--- src/rtl/eth_tx_framer.sv ---
// Ethernet transmit framer: preamble, SFD, payload, optional zero pad, FCS and inter-frame gap.
// Define ETH_TX_PAD_EN to pad short payloads with zeros up to MIN_FRAME bytes before the FCS.
module eth_tx_framer #(
    parameter int unsigned IFG_BYTES = 12,
    parameter int unsigned MIN_FRAME = 60
) (
    input  logic       clk,
    input  logic       rst,
    input  logic [7:0] s_data,
    input  logic       s_valid,
    input  logic       s_last,
    output logic       s_ready,
    input  logic       tx_rdy,
    output logic [7:0] tx_data,
    output logic       tx_en,
    output logic       tx_er,
    output logic       busy,
    output logic       frame_done,
    output logic       underrun
);
    typedef enum logic [2:0] {StIdle, StPre, StSfd, StData, StPad, StFcs, StIfg} state_e;

    state_e      state_q;
    logic [2:0]  pre_cnt_q;
    logic [1:0]  fcs_cnt_q;
    logic [7:0]  ifg_cnt_q;
    logic [31:0] crc_q;
    logic [31:0] crc_d;
    logic [7:0]  crc_din;
    logic        crc_en;
    logic        take;

`ifdef ETH_TX_PAD_EN
    logic [5:0] len_q;
    logic [5:0] len_d;
    logic [6:0] len_inc;
    assign len_inc = {1'b0, len_q} + 7'd1;
    assign len_d   = (len_inc >= 7'(MIN_FRAME)) ? 6'(MIN_FRAME) : len_inc[5:0];
`endif

    // Reflected CRC-32 (poly 0x04C11DB7), one byte per enabled cycle.
    function automatic logic [31:0] crc_step(input logic [31:0] c, input logic [7:0] d);
        logic [31:0] r;
        r = c ^ {24'h0, d};
        for (int i = 0; i < 8; i++) begin
            r = r[0] ? ((r >> 1) ^ 32'hEDB8_8320) : (r >> 1);
        end
        return r;
    endfunction

    // The SFD slot's strobe already pulls the first payload byte, so SFD accepts like DATA.
    assign s_ready = tx_rdy && (state_q == StSfd || state_q == StData);
    assign take    = s_ready && s_valid;
    assign busy    = (state_q != StIdle);

    always_comb begin
        crc_en  = take;
        crc_din = s_data;
`ifdef ETH_TX_PAD_EN
        if (tx_rdy && state_q == StPad) begin
            crc_en  = 1'b1;
            crc_din = 8'h00;
        end
`endif
    end

    assign crc_d = crc_en ? crc_step(crc_q, crc_din) : crc_q;

    always_ff @(posedge clk) begin
        if (rst) begin
            state_q    <= StIdle;
            pre_cnt_q  <= '0;
            fcs_cnt_q  <= '0;
            ifg_cnt_q  <= '0;
            crc_q      <= '1;
            tx_data    <= 8'h00;
            tx_en      <= 1'b0;
            tx_er      <= 1'b0;
            frame_done <= 1'b0;
            underrun   <= 1'b0;
`ifdef ETH_TX_PAD_EN
            len_q      <= '0;
`endif
        end else begin
            frame_done <= 1'b0;
            underrun   <= 1'b0;
            crc_q      <= (state_q == StIdle) ? '1 : crc_d;
`ifdef ETH_TX_PAD_EN
            if (state_q == StIdle) len_q <= '0;
`endif
            if (tx_rdy) begin
                unique case (state_q)
                    StIdle: begin
                        tx_er <= 1'b0;
                        if (s_valid) begin
                            tx_data   <= 8'h55;
                            tx_en     <= 1'b1;
                            pre_cnt_q <= 3'd1;
                            state_q   <= StPre;
                        end else begin
                            tx_data <= 8'h00;
                            tx_en   <= 1'b0;
                        end
                    end
                    StPre: begin
                        if (pre_cnt_q == 3'd7) begin
                            tx_data <= 8'hD5;
                            state_q <= StSfd;
                        end else begin
                            tx_data   <= 8'h55;
                            pre_cnt_q <= pre_cnt_q + 3'd1;
                        end
                    end
                    StSfd, StData: begin
                        if (s_valid) begin
                            tx_data   <= s_data;
                            state_q   <= StData;
`ifdef ETH_TX_PAD_EN
                            len_q     <= len_d;
`endif
                            if (s_last) begin
                                fcs_cnt_q <= '0;
                                state_q   <= StFcs;
`ifdef ETH_TX_PAD_EN
                                if (len_inc < 7'(MIN_FRAME)) state_q <= StPad;
`endif
                            end
                        end else begin
                            // Source starved mid-frame: poison this slot and skip the FCS.
                            tx_data   <= 8'h00;
                            tx_er     <= 1'b1;
                            underrun  <= 1'b1;
                            ifg_cnt_q <= '0;
                            state_q   <= StIfg;
                        end
                    end
`ifdef ETH_TX_PAD_EN
                    StPad: begin
                        tx_data <= 8'h00;
                        len_q   <= len_d;
                        if (len_inc >= 7'(MIN_FRAME)) begin
                            fcs_cnt_q <= '0;
                            state_q   <= StFcs;
                        end
                    end
`endif
                    StFcs: begin
                        tx_data   <= ~crc_q[{fcs_cnt_q, 3'b000} +: 8];
                        fcs_cnt_q <= fcs_cnt_q + 2'd1;
                        if (fcs_cnt_q == 2'd3) begin
                            frame_done <= 1'b1;
                            ifg_cnt_q  <= '0;
                            state_q    <= StIfg;
                        end
                    end
                    StIfg: begin
                        tx_data   <= 8'h00;
                        tx_en     <= 1'b0;
                        tx_er     <= 1'b0;
                        ifg_cnt_q <= ifg_cnt_q + 8'd1;
                        if (ifg_cnt_q == 8'(IFG_BYTES - 1)) state_q <= StIdle;
                    end
                    default: state_q <= StIdle;
                endcase
            end
        end
    end
endmodule
--- config.mk ---
export PLATFORM = sky130hd
export DESIGN_NAME = eth_tx_framer
export DESIGN_NICKNAME = d
export VERILOG_FILES = /design/src/rtl/eth_tx_framer.sv
export SDC_FILE = /design/constraint.sdc
export NUM_CORES = 1
export LEC_CHECK = 0
export CORE_MARGIN = 4
export CORE_UTILIZATION = 45
export CTS_BUF_LIST = sky130_fd_sc_hd__clkbuf_8
export DETAILED_ROUTE_END_ITERATION = 12
export PLACE_DENSITY = 0.65
export SLEW_MARGIN = 10
export SYNTH_ARGS = -nofsm -noshare
export SYNTH_HDL_FRONTEND = slang
export SYNTH_SLANG_ARGS = --single-unit
export TNS_END_PERCENT = 20
--- constraint.sdc ---
create_clock -name clk -period 2.7 [get_ports clk]
set_input_delay 0.54 -clock clk [delete_from_list [all_inputs] [get_ports clk]]
set_output_delay 0.54 -clock clk [all_outputs]
set_load 0.02 [all_outputs]
# [Word-level counts from Yosys, hierarchy flattened]
# Cells that the tools add are included.
[classes] eq_ne=16 addsub=3 muxes=33 n_bitwise=13 shift=1 reduce_logical=23
[ops] cell="$mux 32" count=8
[ops] cell="$not 13->14" count=8
[ops] cell="$pmux 8 s5" count=1
[ops] cell="$mux 8" count=4
[ops] cell="$shiftx 32x6->8" count=1
[ops] cell="$xor 32x8->32" count=1
[ops] cell="$pmux 8 s3" count=1
[ops] cell="$mux 3" count=7
[ops] cell="$ne 2x2->1 const B" count=8
[ops] cell="$pmux 3 s5" count=1
[ops] cell="$reduce_and 4->1" count=3
[ops] cell="$eq 3x3->1 const B" count=3
[ops] cell="$add 8x1->8 const B" count=1
[ops] cell="$eq 8x4->1 const B" count=1
[ops] cell="$not 8->8" count=1
[ops] cell="$reduce_bool 2->1" count=4
[ops] cell="$mux 7" count=1
[ops] cell="$eq 3x2->1 const B" count=2
[ops] cell="$pmux 3 s2" count=1
[ops] cell="$reduce_bool 3->1" count=2
[ops] cell="$reduce_or 2->1" count=3
[ops] cell="$reduce_or 3->1" count=2
[ops] cell="$reduce_and 5->1" count=1
[ops] cell="$reduce_bool 5->1" count=1
[ops] cell="14 further kinds" count=23
[totals] register_bits=60 output_inout_bits=14

# [Depth between registers and ports, before layout]
[logic_depth] word_depth=17 ltp_mapped=7 depth_no_buf=7

# [Worst setup path before layout]
# No wires, ideal clock.
[synth_timing] kind="register to register" from="register ifg_cnt_q[0]" to="register state_q[0]" n_path_buf=0 required_ps=2629 path_stages_with_launch=7 setup_ps=71 arrival_time_ps=1893 period_less_slack_ps=1964 slack_ps=736 path_cell_list="dfxtp_1 > ha_1 > nor4b_1 > a31oi_1 > or3_1 > or4_1 > a21oi_1"
[synth_between] elab_chain_cells=3
[synth_rtl] item="start, declared" line_no="26" text="logic [7:0] ifg_cnt_q;"
[synth_rtl] item="start signal, assigned" line_no="160" text="ifg_cnt_q <= ifg_cnt_q + 8'd1;"
[synth_rtl] item="$eq 8x4->1" line_no="161" text="if (ifg_cnt_q == 8'(IFG_BYTES - 1)) state_q <= StIdle;"
[synth_rtl] item="$ne 2x2->1 (no source line)"
[synth_rtl] item="$reduce_and 5->1 (no source line)"
[synth_rtl] item="end signal, assigned" line_no="153" text="state_q <= StIfg;"
[synth_rtl] item="end signal, assigned" line_no="161"
[synth_rtl] item="end signal, assigned" line_no="163" text="default: state_q <= StIdle;"
[synth_rtl] item="end, declared" line_no="23" text="state_e state_q;"
# No other way between the ends.
# A chain may end at the register's enable or synchronous reset.

# [Worst setup path after layout]
[layout_timing] from="input port tx_rdy" to="output port s_ready"
[layout_between] elab_chain_cells=1
[layout_rtl] item="start, declared" line_no="13" text="input logic tx_rdy,"
[layout_rtl] item="$logic_and 1x1->1" line_no="52" text="assign s_ready = tx_rdy && (state_q == StSfd || state_q == StData);"
[layout_rtl] item="end, declared" line_no="12" text="output logic s_ready,"
# No other way between the ends.

==> summary.md <==
| Metric | Value |
|---|---|
| Yosys warns | `0` |
| Synth area leaders | `dfxtp_1 (35%), xnor2_1 (13%), o211ai_1 (5.0%)` |
| Die H | `about 95 um` |
| Max Fclk | `between 400 and 500 MHz` |
| Synth top area share | `a little over a third` |
| CTS tree | `done` |
| Total CTS buffers | `9` |
| Post-synth ARST share | `0%` |
| IO Pins | `27` |
| Worst ir drop on vdd | `around 260 uV` |
| Critical path class | `input port to output port` |
| Synth cell types | `49` |
| Seq cells post-synth | `60` |
| Worst Path Max Fanout | `4` |
| Via density | `about 5.5` |
| Post-CTS Hold Fix Bufs | `0` |
| Row count | `31` |
| Slack of the worst reg-to-reg path | `0.51 ns` |
| Post_cts resized | `0` |
| Worst setup margin | `approximately 0.24 ns` |
| Largest net degree at the start of global routing | `31` |
| Pwr/cell area | `around 550 nW/um^2` |
| Root Buffer | `clkbuf_8` |
| Starting density of the core | `46.9%` |
| RSZ-0062 raised after global routing | `no` |
| Final Max Tran Viols | `0` |
| PortBufs | `26` |
| Syn_nets | `383` |
| Die area | `9090 um^2` |
| Final setup fails | `0` |
| Status | `complete, no violations` |
| Dominant synthesized flop cell | `dfxtp_1` |
| Post-CTS Setup Repair Bufs | `0` |
| Share of cells above drive strength 1 | `13.8%` |
| CTS sink count | `60` |
| Wire per inst | `approximately 17 um` |
| Core Area | `~7300 um^2` |
| Clock Tree Buf Depth | `2` |
| Final worst path period need | `2.46 ns` |
| Setup tns final | `0 ns` |
| Register area share after synthesis | `a little over a third` |
| Initial antenna violation count | `0` |
| DP Worst Slack | `approximately 0.042 ns` |
| Reg clk slew, reported paths | `approximately 0.070 ns` |
| Worst skew pair latency | `between 0.3 and 0.4 ns` |
| Antenna viol nets, final | `0` |
| Worst hold path type | `register to register` |
| Total GRT Usage | `about a fifth` |
| Most common cell in the netlist | `dfxtp_1` |
| Final Core Density | `56.3%` |
| Leading area contributor after synthesis | `dfxtp_1` |
| Syn Area/Cell | `around 9.4 um^2` |
| Gpl congestion | `around 0.83` |
| DRC | `0` |
| DR pass1 iterations | `5` |
| P_leak | `around 1.5 nW` |
| Post-synthesis cell area | `approximately 3400 um^2` |
| Final period util | `90.9%` |
| Total number of vias | `between 2k and 3k` |
| Hold Path Depth | `2` |
| DIE WIDTH | `95.4 um` |
| Nets | `419` |
| Max-Cap Viols | `0` |
| Area grow syn2layout | `20.3%` |
| DRT iter0 DRCs | `154` |
| Dpl hpwl | `roughly 6.1 mm` |
| Critical path arrival | `~1.9 ns` |
| H-tree Lvls | `3` |
| Crit. End Element | `output port` |
| Post-synth EDFFs | `0` |
| Remaining global-route overflow | `0` |
| Crit start category | `input port` |
| Vias in the first global route | `~2.7k` |
| R2R cell count | `6` |
| CP Data Required Time | `~2.2 ns` |
| List of most frequent post-synthesis cells | `dfxtp_1 (60), xnor2_1 (50), nand2_1 (36), nor2_1 (26), o211ai_1 (23)` |
| Worst slew pin tran | `0.715 ns` |
| Global-route wire length before repair | `~14 mm` |
| Cell count after synthesis | `about 370` |
| ANT cells | `0` |
| Slew headroom | `a little over half` |
| Post-Route Skew | `roughly 0.0086 ns` |
| Final Hold Viols | `0` |
| Pwr Total | `between 2 and 2.5 mW` |
| Final WL | `around 8.4 mm` |
## stage by stage
stage / std cells / hold WS (ns) / instance area, um^2
floorplan: 366 / 0.469 / 3430
global placement: 490 / 0.485 / 3910
detailed placement: 490 / 0.498 / 3910
CTS: 506 / 0.512 / 4130
global route: 506 / 0.537 / 4130
finish: 506 / 0.509 / 4130
## report_power, final
| group | total [mW] | internal (mW) | switching [mW] |
|---|---|---|---|
| sequential | 0.911 | 0.898 | 0.0127 |
| clock | 0.934 | 0.545 | 0.389 |
| combinational | 0.420 | 0.199 | 0.221 |
| total | 2.26 | 1.64 | 0.623 |
## logic make-up after synthesis
kind of cell / after synthesis / synth area share (%)
adder cells (fa/ha/maj): 4 / 1.46
flip-flops: 60 / 35.0
XOR/XNOR: 79 / 24.2
buffers and inverters: 25 / 2.84
multiplexers: 9 / 5.68
AND/OR/NAND/NOR: 105 / 14.9
AO/OA/AOI/OAI: 84 / 16.0
## registers in the layout (all words and copies together), names as in the netlist
name / count
frame_done: 1
state_q: 3
tx_en: 1
crc_q: 32
ifg_cnt_q: 8
pre_cnt_q: 3
underrun: 1
tx_er: 1
fcs_cnt_q: 2
tx_data: 8
## cells in the final DEF, fill, tap and decap left out, drive strengths merged, types with 3 or more instances in the layout
cell	netlist	routed
a21oi	14	14
a221oi	4	4
a22oi	6	6
a31oi	9	9
buf	3	22
clkbuf	20	10
clkdlybuf4s50	0	26
dfxtp	60	60
ha	4	4
inv	2	3
mux4	8	8
nand2	36	36
nand2b	4	4
nand3	5	5
nand4	4	4
nor2	26	26
nor2b	3	3
nor3	10	10
nor4b	4	4
o211ai	23	23
o21ai	16	16
o22ai	5	5
xnor2	57	57
xnor3	4	4
xor2	18	18
## path summary, 6_finish.rpt
kind           startpoint           end
max                tx_rdy       s_ready
min          pre_cnt_q[2]  pre_cnt_q[2]
max reg2reg  ifg_cnt_q[0]    state_q[0]
min reg2reg  pre_cnt_q[2]  pre_cnt_q[2]
## layout make-up
class	count	area [um^2]
clock buffers	10	138
clock inverters	6	86.3
fillers	649	3200
inverters	2	7.51
multi-input cells	281	2140
flip-flops and latches	60	1200
well taps	99	124
repair buffers	48	438
## metal layers
metal / vias to the layer above / track usage (%) / wire length, um
li1: 1386 / - / -
met1: 1319 / 26.1 / 3790
met2: 74 / 33.5 / 4080
met3: 13 / 3.08 / 366
met4: 0 / 8.53 / 167
met5: - / 0 / 0
## worst max-delay path, cell delays in order
cell and delay (ns):
clkdlybuf4s50_1 0.49, and3b_1 0.26, clkdlybuf4s50_1 0.63
No activity file was read; power rests on OpenSTA's default activity.
